--- src/rtl/wb_port_arbiter.sv ---
// Register-file write-port arbiter: pipeline writeback wins. Aux results are queued and drain into idle slots.
// Writes are registered one cycle after the input. aux_ready drops while the FIFO is full; stall_req asserts when the queue head starves.
module wb_port_arbiter #(
  parameter int XLEN         = 64,
  parameter int DEPTH        = 4,
  parameter int STARVE_LIMIT = 8
) (
  input  logic            clk,
  input  logic            reset,
  input  logic [1:0]      pipe_wb,
  input  logic [XLEN-1:0] pipe_dm_data,
  input  logic [XLEN-1:0] pipe_alu,
  input  logic [4:0]      pipe_rd,
  input  logic            aux_valid,
  output logic            aux_ready,
  input  logic [4:0]      aux_rd,
  input  logic [XLEN-1:0] aux_data,
  output logic            rf_we,
  output logic [4:0]      rf_waddr,
  output logic [XLEN-1:0] rf_wdata,
  output logic            stall_req,
  output logic            aux_pending
);
  localparam int AW = (DEPTH > 1) ? $clog2(DEPTH) : 1;
  localparam int CW = $clog2(DEPTH + 1);
  localparam int SW = $clog2(STARVE_LIMIT + 1);
  localparam logic [CW-1:0] FULL_CNT   = CW'(DEPTH);
  localparam logic [SW-1:0] STARVE_MAX = SW'(STARVE_LIMIT);

  logic [4:0]      r_mem_rd   [DEPTH];
  logic [XLEN-1:0] r_mem_data [DEPTH];
  logic [AW-1:0]   r_wptr;
  logic [AW-1:0]   r_rptr;
  logic [CW-1:0]   r_count;
  logic [SW-1:0]   r_starve;
  logic            r_we;
  logic [4:0]      r_waddr;
  logic [XLEN-1:0] r_wdata;
  logic            r_stall;

  logic            w_pipe_we;
  logic [XLEN-1:0] w_pipe_data;
  logic            w_empty;
  logic            w_full;
  logic            w_push;
  logic            w_pop;
  logic [SW-1:0]   w_starve_nxt;

  // A write to x0 is architecturally a no-op, so it frees the port for the FIFO.
  assign w_pipe_we   = pipe_wb[1] && (pipe_rd != 5'd0);
  assign w_pipe_data = pipe_wb[0] ? pipe_dm_data : pipe_alu;
  assign w_empty     = (r_count == '0);
  assign w_full      = (r_count == FULL_CNT);
  assign w_push      = aux_valid && !w_full && (aux_rd != 5'd0);
  assign w_pop       = !w_pipe_we && !w_empty;

  always_ff @(posedge clk) begin
    if (w_push) begin
      r_mem_rd[r_wptr]   <= aux_rd;
      r_mem_data[r_wptr] <= aux_data;
    end
  end

  always_ff @(posedge clk) begin
    if (reset) begin
      r_wptr  <= '0;
      r_rptr  <= '0;
      r_count <= '0;
    end else begin
      if (w_push) r_wptr <= r_wptr + AW'(1);
      if (w_pop)  r_rptr <= r_rptr + AW'(1);
      r_count <= r_count + CW'(w_push) - CW'(w_pop);
    end
  end

  // Counts how long the current head has waited; restarts for each new head.
  always_comb begin
    w_starve_nxt = r_starve;
    if (w_empty || w_pop) begin
      w_starve_nxt = '0;
    end else if (r_starve != STARVE_MAX) begin
      w_starve_nxt = r_starve + SW'(1);
    end
  end

  always_ff @(posedge clk) begin
    if (reset) begin
      r_starve <= '0;
      r_stall  <= 1'b0;
    end else begin
      r_starve <= w_starve_nxt;
      r_stall  <= (w_starve_nxt == STARVE_MAX);
    end
  end

  always_ff @(posedge clk) begin
    if (reset) begin
      r_we    <= 1'b0;
      r_waddr <= '0;
      r_wdata <= '0;
    end else if (w_pipe_we) begin
      r_we    <= 1'b1;
      r_waddr <= pipe_rd;
      r_wdata <= w_pipe_data;
    end else if (!w_empty) begin
      r_we    <= 1'b1;
      r_waddr <= r_mem_rd[r_rptr];
      r_wdata <= r_mem_data[r_rptr];
    end else begin
      r_we    <= 1'b0;
    end
  end

  assign aux_ready   = !w_full;
  assign aux_pending = !w_empty;
  assign rf_we       = r_we;
  assign rf_waddr    = r_waddr;
  assign rf_wdata    = r_wdata;
  assign stall_req   = r_stall;

endmodule

--- config.mk ---
export PLATFORM = sky130hd
export DESIGN_NAME = wb_port_arbiter
export DESIGN_NICKNAME = d
export VERILOG_FILES = /design/src/rtl/wb_port_arbiter.sv
export SDC_FILE = /design/constraint.sdc
export NUM_CORES = 1
export LEC_CHECK = 0
export CAP_MARGIN = 20
export CORE_MARGIN = 2
export CORE_UTILIZATION = 45
export DETAILED_ROUTE_END_ITERATION = 8
export PLACE_DENSITY = 0.74
export SETUP_SLACK_MARGIN = 0.4
export SKIP_LAST_GASP = 1
export SLEW_MARGIN = 20
export SYNTH_ARGS = -nofsm -noshare
export SYNTH_HDL_FRONTEND = slang
export SYNTH_SLANG_ARGS = --single-unit
--- constraint.sdc ---
create_clock -name clk -period 3.6 [get_ports clk]
set_input_delay 1.08 -clock clk [delete_from_list [all_inputs] [get_ports clk]]
set_output_delay 1.08 -clock clk [all_outputs]
set_load 0.005 [all_outputs]
==> metrics.txt <==
# TYPE chip_impl_metric gauge
chip_impl_info{name="unrepaired_setup_endpoints_after_global_routing",value="false"} 1
chip_impl_metric{name="timing_worst_slew_pin_value",unit="ps"} 879.3
chip_impl_metric{name="start_util",unit="%"} 45.83
chip_impl_metric{name="synth_async_sr_flop_share",unit="%"} 0
chip_impl_info{name="ys_dominant_reg_cell",value="sky130_fd_sc_hd__edfxtp_1"} 1
chip_impl_metric{name="maximum_operating_frequency",unit="MHz"} 327.7
chip_impl_metric{name="areaGrowthSynthToFinish",unit="%"} 33.29
chip_impl_metric{name="critical_path_required",unit="ps"} 4000
chip_impl_metric{name="p_leak",unit="nW"} 6.427
chip_impl_info{name="rr_endpoint",value="r_count[2]"} 1
chip_impl_metric{name="slowest_delay",unit="ps"} 550
chip_impl_metric{name="timing.critical_path.buf_inv",unit=""} 2
chip_impl_metric{name="report.power.total",unit="mW"} 12.04
chip_impl_info{name="timing.hold.worst.start",value="r_rptr[0]"} 1
chip_impl_metric{name="die_height",unit="um"} 181.0
chip_impl_metric{name="overflow",unit=""} 0
chip_impl_metric{name="drtAntennaViolNets",unit=""} 0
chip_impl_metric{name="ys_warn_count",unit=""} 0
chip_impl_info{name="worst_path_max_delay_cell",value="sky130_fd_sc_hd__or4_4"} 1
chip_impl_metric{name="timing.max_slew.rel_slack",unit="%"} 41.38
chip_impl_metric{name="diodes",unit=""} 0
chip_impl_metric{name="layout_setup_ws",unit="ps"} 548.0
chip_impl_info{name="r2r-start",value="r_count[2]"} 1
chip_impl_metric{name="post_synth_inst_count",unit=""} 832
chip_impl_metric{name="clock_buffer_count_from_cts",unit=""} 37
chip_impl_metric{name="fp.dieArea",unit="um2"} 32740
chip_impl_metric{name="post-route-period-util",unit="%"} 84.78
chip_impl_metric{name="routed_wirelength",unit="um"} 31570
chip_impl_metric{name="globalRouteTotalUtil",unit="%"} 19.31
chip_impl_metric{name="cts.hold.buffers_added",unit=""} 0
chip_impl_metric{name="finalSetupViolCount",unit=""} 0
chip_impl_metric{name="timing.setup.tns",unit="ps"} 0
chip_impl_metric{name="clkPwrFrac",unit="%"} 33.6
chip_impl_metric{name="worst-r2r-cell-count",unit=""} 10
chip_impl_info{name="cp-end-kind",value="flip-flop"} 1
chip_impl_metric{name="clk_path_buf_depth",unit=""} 3
chip_impl_info{name="setup.worst_path.start_class",value="input port"} 1
chip_impl_info{name="tritoncts",value="built"} 1
chip_impl_metric{name="timing.critical_path.fanout_max",unit=""} 2
chip_impl_info{name="status",value="completed"} 1
chip_impl_metric{name="drcViolationCount",unit=""} 0
chip_impl_metric{name="via_per_inst",unit=""} 5.509
chip_impl_info{name="hold_wc_path_type",value="reg2reg"} 1
chip_impl_metric{name="grt_pass1_wl",unit="um"} 49510
chip_impl_metric{name="dr.first_iter.drc_count",unit=""} 493
chip_impl_metric{name="n_fill_cell",unit=""} 2297
chip_impl_metric{name="gpl.final_weighted_congestion",unit=""} 0.7749
chip_impl_metric{name="synth-seq-area-share",unit="%"} 70.75
chip_impl_metric{name="ff2ff_setup_slack",unit="ps"} 1320
chip_impl_metric{name="synth_seq_cells",unit=""} 360
chip_impl_metric{name="arrival_time_worst_endpoint",unit="ps"} 3450
chip_impl_metric{name="floorplan.die.width",unit="um"} 181.0
chip_impl_metric{name="cts_num_sinks",unit=""} 360
chip_impl_metric{name="netSwitchingFraction",unit="%"} 25.79
chip_impl_info{name="final_common_cell",value="sky130_fd_sc_hd__clkdlybuf4s50_1"} 1
chip_impl_metric{name="syn_nets",unit=""} 1048
chip_impl_metric{name="clock_skew",unit="ps"} 20.01
chip_impl_metric{name="core_outline_area",unit="um2"} 30750
chip_impl_metric{name="power.switching",unit="mW"} 3.105
chip_impl_metric{name="synthesis.area",unit="um2"} 14090
chip_impl_metric{name="first_pass_iters",unit=""} 5
chip_impl_metric{name="finalMaxSlewViolations",unit=""} 0
chip_impl_metric{name="yosys.cell_types.count",unit=""} 37
chip_impl_metric{name="combinationalPowerShare",unit="%"} 22.3
chip_impl_metric{name="antenna_found_initial",unit=""} 1
chip_impl_info{name="clock-root-buffer",value="sky130_fd_sc_hd__clkbuf_16"} 1
chip_impl_metric{name="grt_max_degree",unit=""} 137
chip_impl_metric{name="finalHoldViolations",unit=""} 0
chip_impl_metric{name="synth.avg_cell_area",unit="um2"} 16.94
chip_impl_metric{name="internal_power",unit="mW"} 8.935
chip_impl_info{name="path_class",value="in2reg"} 1
chip_impl_metric{name="cts.repair.resized",unit=""} 0
chip_impl_metric{name="cts_setup_buffers",unit=""} 0
chip_impl_metric{name="routed-via-count",unit=""} 8467
chip_impl_metric{name="fin_nets",unit=""} 1328
chip_impl_metric{name="worst_skew_pair.late_latency",unit="ps"} 520
chip_impl_info{name="timing.critical_path.cells",value="clkdlybuf4s50_1, or4_4, o21a_4, nor2_2, ha_1, inv_1, ha_2, fa_1, xnor2_1, xnor2_1, nor2_1"} 1
chip_impl_metric{name="whs_path_depth",unit=""} 2
chip_impl_info{name="timing.critical_path.max_delay_family",value="simple AND/OR/NAND/NOR gates"} 1
chip_impl_info{name="most_used_cells_in_the_layout_excluding_fill_and_tap_cells",value="277 x sky130_fd_sc_hd__clkdlybuf4s50_1, 276 x sky130_fd_sc_hd__edfxtp_1, 82 x sky130_fd_sc_hd__dfxtp_1"} 1
chip_impl_metric{name="post-dp-hpwl",unit="um"} 20150
chip_impl_metric{name="timing.max_cap.violations",unit=""} 0
chip_impl_metric{name="dp_worst_setup_slack",unit="ps"} 20.96
chip_impl_metric{name="power.sequential.fraction",unit="%"} 44.1
chip_impl_metric{name="via_count_of_the_first_global_routing_pass",unit=""} 8828
chip_impl_metric{name="layout-drive-gt1-share",unit="%"} 14.90
chip_impl_metric{name="std_cell_rows",unit=""} 64
chip_impl_metric{name="worst_ir_drop_vdd",unit="V"} 0.0004837
chip_impl_metric{name="clock_edge_transition_at_the_registers_on_the_reported_setup_and_hold_paths",unit="ps"} 60
chip_impl_metric{name="number_of_synthesized_flops_with_an_enable_pin",unit=""} 276
chip_impl_metric{name="htree_levels",unit=""} 2
chip_impl_metric{name="fin_crit",unit="ps"} 3052
chip_impl_metric{name="routedWlPerCell",unit="um"} 20.54
chip_impl_metric{name="floorplan.io_pins",unit=""} 280
chip_impl_metric{name="port_buffers",unit=""} 279
chip_impl_metric{name="hold_slack",unit="ps"} 500.3
chip_impl_info{name="critical_path.most_common_cell",value="sky130_fd_sc_hd__xnor2_1"} 1
chip_impl_metric{name="power-per-cell-area",unit="nW/um2"} 641.1
[power by group through the flow]
stage	registers [mW]	clock network, mW	logic, mW
2_1_floorplan	5.27	0	1.61
3_3_place_gp	5.37	0	2.71
3_5_place_dp	5.40	0	2.73
4_1_cts	5.32	4.13	2.75
5_1_grt	5.37	4.30	2.92
6_report	5.31	4.05	2.68
[registers in the layout, indices dropped and copies added (netlist names), named ones only]
register	flops
r_mem_data	256
rf_wdata	64
rf_we	1
r_count	3
r_mem_rd	20
rf_waddr	5
r_starve	4
stall_req	1
r_rptr	2
r_wptr	2
[metrics by stage]
| step | cells | instance area, um2 | util, % |
|---|---|---|---|
| after detailed placement | 1469 | 17460 | 56.78 |
| after CTS | 1537 | 18780 | 61.08 |
| final | 1537 | 18780 | 61.08 |
| after global placement | 1469 | 17460 | 56.78 |
| after global routing | 1537 | 18780 | 61.08 |
| after floorplan | 832 | 14120 | - |
[cell type report]
type,count,area (um2),share of cell area (%)
clock inverter,17,240.2,1.279
multi-input combinational,400,3859,20.54
clock buffer,51,1082,5.762
tap,396,495.5,2.638
timing repair buffer,303,3090,16.45
sequential,360,9977,53.12
inverter,10,37.54,0.1999
[metal layers]
metal  vias up  wire length [um]  track usage (%)
met5         -                 0                0
met4         0               667            5.496
met3        49              1855            3.870
met2       267             16350            34.85
met1      4260             12700            23.60
li1       3891                 -                -
[worst register-to-register path: cells and delay by family (launching register included)]
kind,cells,cell delay (ps)
compound gates,1,160
flops,1,390
simple gates,2,530
fa+ha+maj,3,660
buf+inv,2,110
xor+xnor,2,310
[Yosys cell counts (7+ instances only)]
library cell	n	area, um2
sky130_fd_sc_hd__clkbuf_1	43	161.4
sky130_fd_sc_hd__nor2_1	14	52.55
sky130_fd_sc_hd__mux2i_1	64	640.6
sky130_fd_sc_hd__buf_2	10	50.05
sky130_fd_sc_hd__buf_1	7	26.28
sky130_fd_sc_hd__dfxtp_1	84	1682
sky130_fd_sc_hd__inv_1	9	33.78
sky130_fd_sc_hd__nand2_1	72	270.3
sky130_fd_sc_hd__mux4_2	69	1554
sky130_fd_sc_hd__a221oi_1	64	560.5
sky130_fd_sc_hd__a21oi_1	72	360.4
sky130_fd_sc_hd__edfxtp_1	276	8288
sky130_fd_sc_hd__ha_1	8	100.1
[worst max path at each step]
stage / startpoint / to / cells past startpoint
floorplan: pipe_rd[1] / r_count[2] / 12
global placement: pipe_rd[1] / r_count[2] / 11
detailed placement: pipe_rd[1] / r_count[2] / 11
CTS: pipe_rd[1] / r_count[2] / 11
global route: pipe_rd[1] / r_count[2] / 11
finish: pipe_rd[1] / r_count[2] / 11
[cells by family (layout without fill, tap and decap cells)]
group	after synthesis	count (layout)	share of synthesized area (%)
flip-flops	360	360	70.75
AO/OA/AOI/OAI	148	148	7.166
multiplexers	136	136	15.81
AND/OR/NAND/NOR	102	102	3.019
buffers and inverters	72	381	2.087
adder cells (fa/ha/maj)	9	9	0.8525
XOR/XNOR	5	5	0.3108
No activity file was read; power rests on OpenSTA's default activity.
